## config.mk

```make
export PLATFORM = sky130hd
export DESIGN_NAME = wb_reg_bank
export DESIGN_NICKNAME = d
export VERILOG_FILES = /design/src/rtl/wb_reg_bank_pkg.sv /design/src/rtl/wb_reg_bank_if.sv /design/src/rtl/wb_reg_bank.sv
export SDC_FILE = /design/constraint.sdc
export NUM_CORES = 1
export LEC_CHECK = 0
export ABC_AREA = 1
export ABC_CLOCK_PERIOD_IN_PS = 1300
export CAP_MARGIN = 10
export CORE_ASPECT_RATIO = 0.5
export CORE_UTILIZATION = 44
export DETAILED_ROUTE_END_ITERATION = 8
export GPL_TIMING_DRIVEN = 0
export PLACE_DENSITY_LB_ADDON = 0.12
export SYNTH_ARGS = -nofsm -noshare
export SYNTH_HDL_FRONTEND = slang
export SYNTH_SLANG_ARGS = --single-unit
```

## constraint.sdc

```tcl
create_clock -name clk_i -period 1.3 [get_ports clk_i]
set_input_delay 0.39 -clock clk_i [delete_from_list [all_inputs] [get_ports clk_i]]
set_output_delay 0.39 -clock clk_i [all_outputs]
set_load 0.05 [all_outputs]
```

## src/rtl/wb_reg_bank_pkg.sv

```systemverilog
// rtl/wb_reg_bank_pkg.sv - shared widths, word type and helpers for wb_reg_bank
package wb_reg_bank_pkg;

    localparam int DATA_W = 32;
    localparam int SEL_W  = 4;

    typedef logic [DATA_W-1:0] word_t;

    // Byte k of the result comes from new_w when sel[k] is set, else from old_w.
    function automatic word_t byte_merge(input word_t old_w, input word_t new_w,
                                         input logic [SEL_W-1:0] sel);
        word_t res;
        res = old_w;
        for (int k = 0; k < SEL_W; k++) begin
            if (sel[k]) begin
                res[8*k +: 8] = new_w[8*k +: 8];
            end
        end
        return res;
    endfunction

    function automatic int clog2(input int n);
        int r;
        r = 0;
        while ((1 << r) < n) begin
            r = r + 1;
        end
        return r;
    endfunction

endpackage

```

## src/rtl/wb_reg_bank_if.sv

```systemverilog
// rtl/wb_reg_bank_if.sv - Wishbone handshake: request tracking, optional write/read stages, response muxing
module wb_reg_bank_if
    import wb_reg_bank_pkg::*;
#(
    parameter int ADDR_W  = 2,
    parameter int WR_PIPE = 1,
    parameter int RD_PIPE = 1
) (
    input  logic              clk_i,
    input  logic              rst_n_i,
    input  logic              wb_cyc_i,
    input  logic              wb_stb_i,
    input  logic [ADDR_W-1:0] wb_adr_i,
    input  logic [SEL_W-1:0]  wb_sel_i,
    input  logic              wb_we_i,
    input  logic [DATA_W-1:0] wb_dat_i,
    output logic              wb_ack_o,
    output logic              wb_err_o,
    output logic              wb_stall_o,
    output logic [DATA_W-1:0] wb_dat_o,
    output logic [ADDR_W-1:0] rd_adr_o,
    input  logic              rd_map_i,
    input  logic [DATA_W-1:0] rd_dat_i,
    output logic              rd_ack_o,
    output logic [ADDR_W-1:0] rd_ack_adr_o,
    output logic              wr_com_o,
    output logic [ADDR_W-1:0] wr_adr_o,
    output logic [DATA_W-1:0] wr_dat_o,
    output logic [SEL_W-1:0]  wr_sel_o,
    input  logic              wr_map_i
);

    logic        en;
    logic        rd_req;
    logic        wr_req;
    logic        rip_q;
    logic        rip_d;
    logic        wip_q;
    logic        wip_d;
    logic        rd_ack;
    logic        rd_err;
    logic        wr_ack;
    logic        wr_err;
    word_t       rd_dat;

    assign en       = wb_cyc_i & wb_stb_i;
    assign rd_req   = en & ~wb_we_i & ~rip_q;
    assign wr_req   = en & wb_we_i & ~wip_q;
    assign rd_adr_o = wb_adr_i;

    if (WR_PIPE != 0) begin : g_wr_pipe
        logic              wr_v_q;
        logic [ADDR_W-1:0] wr_adr_q;
        word_t             wr_dat_q;
        logic [SEL_W-1:0]  wr_sel_q;

        always_ff @(posedge clk_i or negedge rst_n_i) begin
            if (!rst_n_i) begin
                wr_v_q   <= 1'b0;
                wr_adr_q <= '0;
                wr_dat_q <= '0;
                wr_sel_q <= '0;
            end else begin
                wr_v_q <= wr_req;
                if (wr_req) begin
                    wr_adr_q <= wb_adr_i;
                    wr_dat_q <= wb_dat_i;
                    wr_sel_q <= wb_sel_i;
                end
            end
        end

        assign wr_com_o = wr_v_q;
        assign wr_adr_o = wr_adr_q;
        assign wr_dat_o = wr_dat_q;
        assign wr_sel_o = wr_sel_q;
    end else begin : g_wr_comb
        assign wr_com_o = wr_req;
        assign wr_adr_o = wb_adr_i;
        assign wr_dat_o = wb_dat_i;
        assign wr_sel_o = wb_sel_i;
    end

    // RO sources are sampled in the decode cycle, so the stage captures data, not address.
    if (RD_PIPE != 0) begin : g_rd_pipe
        logic              ack_q;
        logic              err_q;
        word_t             dat_q;
        logic [ADDR_W-1:0] adr_q;

        always_ff @(posedge clk_i or negedge rst_n_i) begin
            if (!rst_n_i) begin
                ack_q <= 1'b0;
                err_q <= 1'b0;
                dat_q <= '0;
                adr_q <= '0;
            end else begin
                ack_q <= rd_req & rd_map_i;
                err_q <= rd_req & ~rd_map_i;
                dat_q <= rd_req ? rd_dat_i : '0;
                adr_q <= wb_adr_i;
            end
        end

        assign rd_ack       = ack_q;
        assign rd_err       = err_q;
        assign rd_dat       = dat_q;
        assign rd_ack_adr_o = adr_q;
    end else begin : g_rd_comb
        assign rd_ack       = rd_req & rd_map_i;
        assign rd_err       = rd_req & ~rd_map_i;
        assign rd_dat       = rd_req ? rd_dat_i : '0;
        assign rd_ack_adr_o = wb_adr_i;
    end

    assign wr_ack = wr_com_o & wr_map_i;
    assign wr_err = wr_com_o & ~wr_map_i;

    always_comb begin
        rip_d = (rip_q | rd_req) & ~(rd_ack | rd_err);
        wip_d = (wip_q | wr_req) & ~(wr_ack | wr_err);
    end

    always_ff @(posedge clk_i or negedge rst_n_i) begin
        if (!rst_n_i) begin
            rip_q <= 1'b0;
            wip_q <= 1'b0;
        end else begin
            rip_q <= rip_d;
            wip_q <= wip_d;
        end
    end

    assign rd_ack_o   = rd_ack;
    assign wb_ack_o   = rd_ack | wr_ack;
    assign wb_err_o   = rd_err | wr_err;
    assign wb_stall_o = en & ~(wb_ack_o | wb_err_o);
    assign wb_dat_o   = rd_dat;

endmodule

```

## src/rtl/wb_reg_bank.sv

```systemverilog
// rtl/wb_reg_bank.sv - Wishbone register bank: RW/RO register array, decode, write strobes
// Optional: define WB_REG_BANK_RD_STROBE_EN to add per-register read strobes on reg_rd_o.
module wb_reg_bank
    import wb_reg_bank_pkg::*;
#(
    parameter int                  NREGS   = 4,
    parameter int                  ADDR_W  = 2,
    parameter logic [NREGS-1:0]    RW_MASK = '1,
    parameter logic [NREGS*32-1:0] RST_VAL = '0,
    parameter int                  WR_PIPE = 1,
    parameter int                  RD_PIPE = 1
) (
    input  logic                  clk_i,
    input  logic                  rst_n_i,
    input  logic                  wb_cyc_i,
    input  logic                  wb_stb_i,
    input  logic [ADDR_W-1:0]     wb_adr_i,
    input  logic [3:0]            wb_sel_i,
    input  logic                  wb_we_i,
    input  logic [31:0]           wb_dat_i,
    output logic                  wb_ack_o,
    output logic                  wb_err_o,
    output logic                  wb_rty_o,
    output logic                  wb_stall_o,
    output logic [31:0]           wb_dat_o,
    input  logic [NREGS*32-1:0]   reg_i,
    output logic [NREGS*32-1:0]   reg_o,
    output logic [NREGS-1:0]      reg_wr_o
`ifdef WB_REG_BANK_RD_STROBE_EN
    ,
    output logic [NREGS-1:0]      reg_rd_o
`endif
);

    logic [ADDR_W-1:0]       rd_adr;
    logic [ADDR_W-1:0]       rd_ack_adr;
    logic [ADDR_W-1:0]       wr_adr;
    logic                    rd_map;
    logic                    wr_map;
    logic                    rd_ack;
    logic                    wr_com;
    word_t                   rd_dat;
    word_t                   wr_dat;
    logic [SEL_W-1:0]        wr_sel;
    logic [NREGS*DATA_W-1:0] cur_flat;
    logic [NREGS-1:0]        reg_wr;

    assign wb_rty_o = 1'b0;

    wb_reg_bank_if #(
        .ADDR_W  (ADDR_W),
        .WR_PIPE (WR_PIPE),
        .RD_PIPE (RD_PIPE)
    ) u_if (
        .clk_i        (clk_i),
        .rst_n_i      (rst_n_i),
        .wb_cyc_i     (wb_cyc_i),
        .wb_stb_i     (wb_stb_i),
        .wb_adr_i     (wb_adr_i),
        .wb_sel_i     (wb_sel_i),
        .wb_we_i      (wb_we_i),
        .wb_dat_i     (wb_dat_i),
        .wb_ack_o     (wb_ack_o),
        .wb_err_o     (wb_err_o),
        .wb_stall_o   (wb_stall_o),
        .wb_dat_o     (wb_dat_o),
        .rd_adr_o     (rd_adr),
        .rd_map_i     (rd_map),
        .rd_dat_i     (rd_dat),
        .rd_ack_o     (rd_ack),
        .rd_ack_adr_o (rd_ack_adr),
        .wr_com_o     (wr_com),
        .wr_adr_o     (wr_adr),
        .wr_dat_o     (wr_dat),
        .wr_sel_o     (wr_sel),
        .wr_map_i     (wr_map)
    );

    assign rd_map = 32'(rd_adr) < NREGS;
    assign wr_map = 32'(wr_adr) < NREGS;

    // Unmapped addresses match no index and therefore read as zero.
    always_comb begin
        rd_dat = '0;
        for (int i = 0; i < NREGS; i++) begin
            if (rd_adr == ADDR_W'(i)) begin
                rd_dat = cur_flat[DATA_W*i +: DATA_W];
            end
        end
    end

    for (genvar i = 0; i < NREGS; i++) begin : g_reg
        if (RW_MASK[i]) begin : g_rw
            word_t val_q;
            logic  unused_src;

            assign reg_wr[i] = wr_com & (wr_adr == ADDR_W'(i));

            always_ff @(posedge clk_i or negedge rst_n_i) begin
                if (!rst_n_i) begin
                    val_q <= RST_VAL[DATA_W*i +: DATA_W];
                end else if (reg_wr[i]) begin
                    val_q <= byte_merge(val_q, wr_dat, wr_sel);
                end
            end

            assign cur_flat[DATA_W*i +: DATA_W] = val_q;
            assign reg_o[DATA_W*i +: DATA_W]    = val_q;
            assign unused_src                   = ^reg_i[DATA_W*i +: DATA_W];
        end else begin : g_ro
            assign reg_wr[i]                    = 1'b0;
            assign cur_flat[DATA_W*i +: DATA_W] = reg_i[DATA_W*i +: DATA_W];
            assign reg_o[DATA_W*i +: DATA_W]    = '0;
        end
    end

    assign reg_wr_o = reg_wr;

`ifdef WB_REG_BANK_RD_STROBE_EN
    for (genvar i = 0; i < NREGS; i++) begin : g_rd_stb
        assign reg_rd_o[i] = rd_ack & (rd_ack_adr == ADDR_W'(i));
    end
`else
    logic unused_rd;
    assign unused_rd = rd_ack ^ (^rd_ack_adr);
`endif

endmodule

```

; Word level (Yosys, flattened, before mapping)
; Cells that the tools add are included.
[word_totals]
regBits = 202
latchBits = 0
ramBits = 0
mem_bits_ro = 0
input_bits = 171
out_inout_bits = 168
wordCells = 74
mem_count = 0
[classes]
addsub = 0
n_mul = 0
n_div = 0
magnitude_cmp = 0
n_eq_ne = 6
shifts = 0
mux = 5
bitwise = 21
reduce_logical = 18
[op_table]
columns = operator, n
row1 = 32-bit two-way mux, 5
row2 = 2-bit AND reduction, 16
row3 = 1-bit bitwise AND, 12
row4 = "2-bit equality test, second input constant", 4
row5 = 1-bit inverter, 6
row6 = "2-bit by 1-bit equality test with 1-bit output, second input constant", 2
row7 = 2-bit zero test, 2
row8 = 1-bit OR, 3

; Logic depth before layout (Yosys ltp)
[logic_depth]
word_depth = 6
mapped_depth = 8
ltp_nobuf = 6

; Hierarchy
; Synthesis repeated with hierarchy kept, for this count alone.
[hier_totals]
hier_cells = 1066
area_unflattened_um2 = 8964.8
[by_module_without_submodules]
columns = module, n_inst, cells_per_inst, area_each_um2, seq_area_each_um2
row1 = wb_reg_bank, 1, 769, 6112.1, 3203.1
row2 = wb_reg_bank_if, 1, 297, 2852.7, 1926.8

; Worst setup path after synthesis
; Ideal clock, no wire load.
[synth_path]
path_kind = register -> output
startpoint = register u_if.g_wr_pipe.wr_v_q (netlist: u_if.wr_com_o)
endpoint = output wb_stall_o
arrival_ps = 1545
required_time_ps = 910
slack_ps = -635
stages_incl_launch_ff = 3
n_path_buf = 0
cell_sequence = dfrtp_1 or2_2 nor2_1
[synth_via]
elab_chain_len = 3
[synth_rtl]
columns = element, line_no
row1 = from (decl), wb_reg_bank_if.sv:52  ; logic wr_v_q;
row2 = from (signal assigned), wb_reg_bank_if.sv:64  ; wr_v_q <= wr_req;
row3 = 1-bit OR, wb_reg_bank_if.sv:135  ; assign wb_ack_o = rd_ack | wr_ack;
row4 = via wb_ack_o, wb_reg_bank.sv:21  ; output logic wb_ack_o,
row5 = 1-bit inverter, wb_reg_bank_if.sv:137  ; assign wb_stall_o = en & ~(wb_ack_o | wb_err_o);
row6 = 1-bit bitwise AND, wb_reg_bank_if.sv:137
row7 = to (decl), wb_reg_bank.sv:24  ; output logic wb_stall_o,
; The timed path passes the listed nets, and every way through them passes these cells.

; Worst setup path after layout
[layout_path]
startpoint = register u_if.g_wr_pipe.wr_v_q (netlist: u_if.wr_com_o)
endpoint = output reg_wr_o[2]
[layout_via]
elab_chain_len = 1
[layout_rtl]
columns = element, line_no
row1 = 1-bit bitwise AND, wb_reg_bank.sv:97  ; assign reg_wr[i] = wr_com & (wr_adr == ADDR_W'(i));
row2 = to (decl), wb_reg_bank.sv:28  ; output logic [NREGS-1:0] reg_wr_o
; Every way passes these cells.

==> out/results.txt <==
Sequential area share after synthesis: 0.595
Total number of vias: 8773
GRT Total Usage: 0.296
Max-Cap Viols: 0
Critical path class: reg -> out
Initial antenna violation count: 1
Final HPWL DP: 18800 microns
Wire length per cell: 18.5 microns
Clk pin slew, worst setup/hold paths: 0.07 ns
Final hold violation count: 79
IO buf count: 206
Longest Clk Path Bufs: 3
Post-synth EDFFs: 0
# rows: 35
Crit Path Max Fanout: 6
Worst R2R Start: u_if.wr_adr_o[0]$_DFFE_PN0P_
First-pass GRT wire length: 44300 microns
Worst Setup Start Kind: flip-flop
Filler cell count: 1320
Final setup vio count: 297
Synthesized netlist cell count: 1016
Outcome: finished with violations
Achievable Freq: 512 MHz
Register area: 5060 sq um
Area taken by multi-input logic gates: 3180 sq um
Yosys Warn Count: 0
Die area: 19900 sq um
Routed WL: 31400 microns
Largest area contributor in the netlist: dfrtp_1
HP Class: in -> async
R2r setup slk: -0.23 ns
TritonCTS clock tree: yes
Max-slew headroom: 0.530
Crit path to: reg_wr_o[2]
Final period util: 1.50
Via density: 5.18
Cell area after synthesis: 8490 sq um
Commonest cells post-synth: nand2_1 (326), dfrtp_1 (202), o21ai_0 (154)
DIE WIDTH: 198 microns
TritonRoute pass-1 iters: 5
Count leader, synth: nand2_1
Worst reg-to-reg path cell count: 8
Slew @ Worst Pin: 0.705 ns
Synth unique cells: 18
Largest cells by area after synthesis: dfrtp_1 (60%), nand2_1 (14%), o21ai_0 (9.1%)
Routed Antenna Nets: 0
# DRC: 0
Worst Setup End Kind: output port
Clk_lat worst skew: 0.50 ns
Skew final: 0.0141 ns
Area growth syn-to-layout: 64.8%
Mean post-synth cell area: 8.36 sq um
Chip height: 100 microns
Drt initial violations: 777
I/O pin total: 339
Vias in the first global route: 8013
CTS Buf Count: 20
RSZ-0062 raised after global routing: true
Crit. Startpoint: u_if.wr_com_o$_DFF_PN0_
Post-place setup slack: -1.23 ns
Root Buffer: clkbuf_16
H-tree Lvls: 1
Pwr dens: 911 nW/um^2
Total Negative Setup Slacks: -43.38 ns
FF+latch count, synth: 202
Leak: 7.11 nW
Fin worst setup slack: -0.654 ns
Failing checks: hold timing, setup timing
Max VDD drop: 0.000694 V
Top_reg_cell synth: dfrtp_1
CTS sink count: 202
Final Wtd Congestion: 0.872
Async S/R FF share, synth: 1.00
Fin Hold WS: -0.133 ns
Crit path arrival time: 1.56 ns
Largest net degree at the start of global routing: 124
Crit path time final: 1.95 ns
Initial core utilization: 0.455
WP data required: 0.91 ns
Core Area: 18700 sq um
GR Overflow Total: 0
Share of layout cells above drive strength 1: 0.357
FF-to-FF End: g_reg[0].g_rw.val_q[14]$_DFFE_PN0P_
Slew Viols, Final: 0
Net count reported at finish: 1590
Share of the synthesized area in the top cell type: 0.595
## worst min-delay path by stage
stage	startpoint	to	slack, ns	cells after the start
3_5_place_dp	rst_n_i	g_reg[1].g_rw.val_q[20]$_DFFE_PN0P_	0.42	1
4_1_cts	rst_n_i	g_reg[1].g_rw.val_q[20]$_DFFE_PN0P_	-0.1	1
6_report	rst_n_i	g_reg[1].g_rw.val_q[21]$_DFFE_PN0P_	-0.13	1
3_3_place_gp	u_if.rd_ack_o$_DFF_PN0_	u_if.rip_q$_DFF_PN0_	0.41	1
2_1_floorplan	rst_n_i	g_reg[0].g_rw.val_q[0]$_DFFE_PN0P_	0.09	0
5_1_grt	rst_n_i	g_reg[3].g_rw.val_q[23]$_DFFE_PN0P_	-0.08	1
## registers in the layout (all words and copies together) (netlist names)
signal	cells
g.g_rw.val_q	128
u_if.rd_ack_o	1
u_if.rip_q	1
u_if.wb_dat_o	32
u_if.wip_q	1
u_if.wr_adr_o	2
u_if.wr_com_o	1
u_if.wr_dat_o	32
u_if.wr_sel_o	4
## layer usage
metal / global-route usage / vias to the layer above / part of all wire
li1: - / 3988 / -
met3: 0.0585 / 68 / 0.091
met2: 0.468 / 463 / 0.46
met1: 0.423 / 4254 / 0.42
met4: 0.0698 / 0 / 0.025
met5: 0 / - / 0
## worst max-delay path: stages, from the launching register on
cell      delay, ns
dfrtp_2        0.50
buf_6          0.15
nand3_4        0.11
buf_8          0.12
clkinv_4       0.04
buf_8          0.14
## placed cells by master, fill, tap and decap left out, drive strengths merged
cell type and n:
or2 1, nor2 84, clkdlybuf4s50 36, clkbuf 45, clkinv 8, o21ai 172, inv 107, buf 374
dfrtp 202, nand3 42, a21oi 25, nand2 326, dlygate4sd2 3, conb 2, clkinvlp 5, nor3 1
diode 1
## per-stage QoR
stage / cell area (sq um) / cells / hold WS [ns] / total power, mW / utilization
after floorplan: 8560 / 1017 / 0.0944 / 6.74 / -
after global placement: 10900 / 1482 / 0.407 / 7.14 / 0.587
after detailed placement: 11000 / 1483 / 0.419 / 7.15 / 0.588
after CTS: 13000 / 1630 / -0.0961 / 12.7 / 0.698
after global routing: 14000 / 1692 / -0.0786 / 13.1 / 0.750
final: 14000 / 1693 / -0.133 / 12.8 / 0.750
## layout make-up
class | count | area share
diodes | 1 | 0.000179
plain buffers | 48 | 0.0341
clock buffers | 28 | 0.0416
clock inverters | 8 | 0.00304
inverters | 112 | 0.0318
multi-input cells | 653 | 0.227
flip-flops and latches | 202 | 0.362
well taps | 259 | 0.0232
repair buffers | 382 | 0.277
## cell families (layout without fill, tap and decap cells)
group                  Yosys count  in the layout  synth area share
AO/OA/AOI/OAI                  197            197             0.116
buffers and inverters          163            578            0.0770
flip-flops                     202            202             0.595
other                            1              3          0.000442
AND/OR/NAND/NOR                453            454             0.211
## timing repair
item                                    4_1_cts  5_1_grt
endpoints found under the setup margin      365      357
setup buffers                               107       61
hold endpoints to repair                     79       79
resized for setup                          1292      173
pin swaps                                    21       34
cloned                                        5        9
## report_power, final
part	internal [mW]	switching, mW	leakage (nW)
clock	3.13	2.48	0.313
sequential	6.31	0.0191	2.66
combinational	0.295	0.515	4.13
total	9.74	3.01	7.11
(Power assumes the default switching activity.)
==> variant (same settings) <==
`NREGS`: 4 -> 5.
--- a/src/rtl/wb_reg_bank.sv
+++ b/src/rtl/wb_reg_bank.sv
@@ -5,3 +5,3 @@
 #(
-    parameter int                  NREGS   = 4,
+    parameter int                  NREGS   = 5,
     parameter int                  ADDR_W  = 2,
Ports: changed (resized reg_i, reg_o and reg_wr_o); port bits go from 339 to 404. No check against the original RTL was run, so the function may have changed too.
==> variant against the unedited design <==
  * The flow still finishes with violations (hold timing, setup timing)
  * Cell area increased by 9.2%
  * Wire length increased by 19%
  * Core utilization increased by 2.4 points
  * Global-route usage increased by 3.6 points
  * Cell count increased by 6.6%
  * Via count increased by 12%
  * Area after synthesis increased by 6.0%
  * Sequential cell count unchanged
  * Critical path depth unchanged
  * Combinational power increased by 7.9%
  * Power about the same
  * Setup slack got worse by 0.020 ns
  * Largest cell class is now non-clock buffers
  * Highest routed layer unchanged
==> variant: results (changes against the unedited design) <==
.. list-table::
   :header-rows: 1

   * - Metric
     - Value
   * - Result of the run
     - complete, but fails checks
   * - Violated checks
     - hold timing, setup timing
   * - Fraction of final layout cells sized beyond drive strength 1
     - 40.2% (+4.5 points)
   * - Critical Path End
     - reg_wr_o[1]
   * - Met2 Track Usage GR
     - 50.9% (+4.1 points)
   * - Signed area change from the synthesized netlist to the final layout
     - 69.7%
   * - Worst setup slack after placement
     - -1.07 ns (+0.151 ns)
   * - Gpl congestion
     - 0.899 (+3.2%)
   * - Number of antenna violations at the first check in global routing
     - 2 (+1)
   * - Repair and plain buffers
     - 482 (+12%)
   * - Average via count per standard cell
     - 5.44 (+5.0%)
   * - Area of all placed cells without fillers
     - 15,300 um2 (+9.2%)
   * - Final hold vios
     - 51 (-35%)
   * - Average footprint of a synthesized cell
     - 8.14 um2 (-2.7%)
   * - Clock buffer cells
     - 23 (-18%)
   * - Final worst hold slack
     - -0.222 ns (-0.0892 ns)
   * - Switching power share of the total
     - 25.0% (+1.4 points)
   * - Count of cell types in the netlist
     - 22 (+4)
   * - Inverters
     - 91 (-19%)
   * - Start of the worst register-to-register path
     - u_if.wr_com_o
   * - TritonCTS Buffers
     - 19 (-5.0%)
   * - Drt first-iter violations
     - 1,036 (+33%)
   * - Met2 routed wirelength
     - 16,900 um (+17%)
   * - Max Clock Skew
     - 0.0161 ns (+0.00194 ns)
   * - Total area of multi-input combinational cells
     - 3720 um2 (+17%)
   * - Actual slew at the worst max-slew pin
     - 0.778 ns (+0.0730 ns)
   * - Signal buf overhead
     - 34.0% (+2.9 points)
   * - Leak pwr
     - 7.85 nW (+10%)
   * - Worst supply voltage drop on vdd
     - 795 uV (+15%)
   * - Filler instances
     - 1,336 (+1.2%)
   * - Clock Network Area Fraction
     - 3.84% (-0.62 points)
   * - Setup-failing EPs final
     - 365 (+23%)
   * - Fraction of power consumed by the clock network
     - 43.5% (-0.5 points)
   * - Arrival time reported for the critical path endpoint
     - 1.58 ns (+0.02 ns)
   * - Antenna diode instance count
     - 2 (+1)
   * - Final sum of negative setup slack
     - -62.17 ns (-18.78 ns)
   * - Biggest area contributors in the synthesized netlist
     - sky130_fd_sc_hd__dfrtp_1 (56%), sky130_fd_sc_hd__nand2_1 (19%), sky130_fd_sc_hd__o21ai_0 (5.6%)
   * - Met3 wire len
     - 3840 um (+34%)
   * - Pin count of the biggest net entering global routing
     - 80 (-35%)
   * - Number of global-route vias before repair
     - 9,175 (+15%)
   * - Final worst slack
     - -0.674 ns (-0.0202 ns)
   * - FFs & Latches
     - 202 (unchanged)
   * - Wire length of the first global-routing pass
     - 52,200 um (+18%)
   * - Iteration count of the initial detailed-routing pass
     - 6 (+1)
   * - Share of the final layout cell area in sequential cells
     - 33.1% (-3.1 points)
   * - Endpoint of the worst-slack reg-to-reg timing path
     - g_reg[2].g_rw.val_q[23]
   * - Detail Placement HPWL
     - 22,000 um (+17%)
   * - Port Buffers
     - 239 (+16%)
   * - Proportion of synthesized chip area in sequential cells
     - 56.2% (-3.4 points)
   * - Inst Count DP
     - 1,614 (+8.8%)
[variant: critical path: stages (launching register included)]
cell	delay, ns
sky130_fd_sc_hd__dfrtp_2	0.48
sky130_fd_sc_hd__buf_4	0.16
sky130_fd_sc_hd__nand3_4	0.10
sky130_fd_sc_hd__clkbuf_16	0.17
sky130_fd_sc_hd__inv_6	0.04
sky130_fd_sc_hd__buf_8	0.13
[variant: repair_timing]
item / 4_1_cts / 5_1_grt
setup buffers: 129 / 39
endpoints found under the setup margin: 396 / 388
hold endpoints to repair: 51 / 51
gates resized for setup: 1624 / 183
pin swaps: 20 / 28
gates cloned: 8 / 7
[variant: cells by family (layout without fill, tap and decap cells)]
| kind of cell | count (synthesis) | in the layout | share of synthesized area, % |
|---|---|---|---|
| compound gates | 140 | 140 | 7.79 |
| flops | 202 | 202 | 56.2 |
| simple gates | 581 | 585 | 26.5 |
| buf+inv | 182 | 607 | 9.54 |
| other cells | 1 | 4 | 0.0417 |
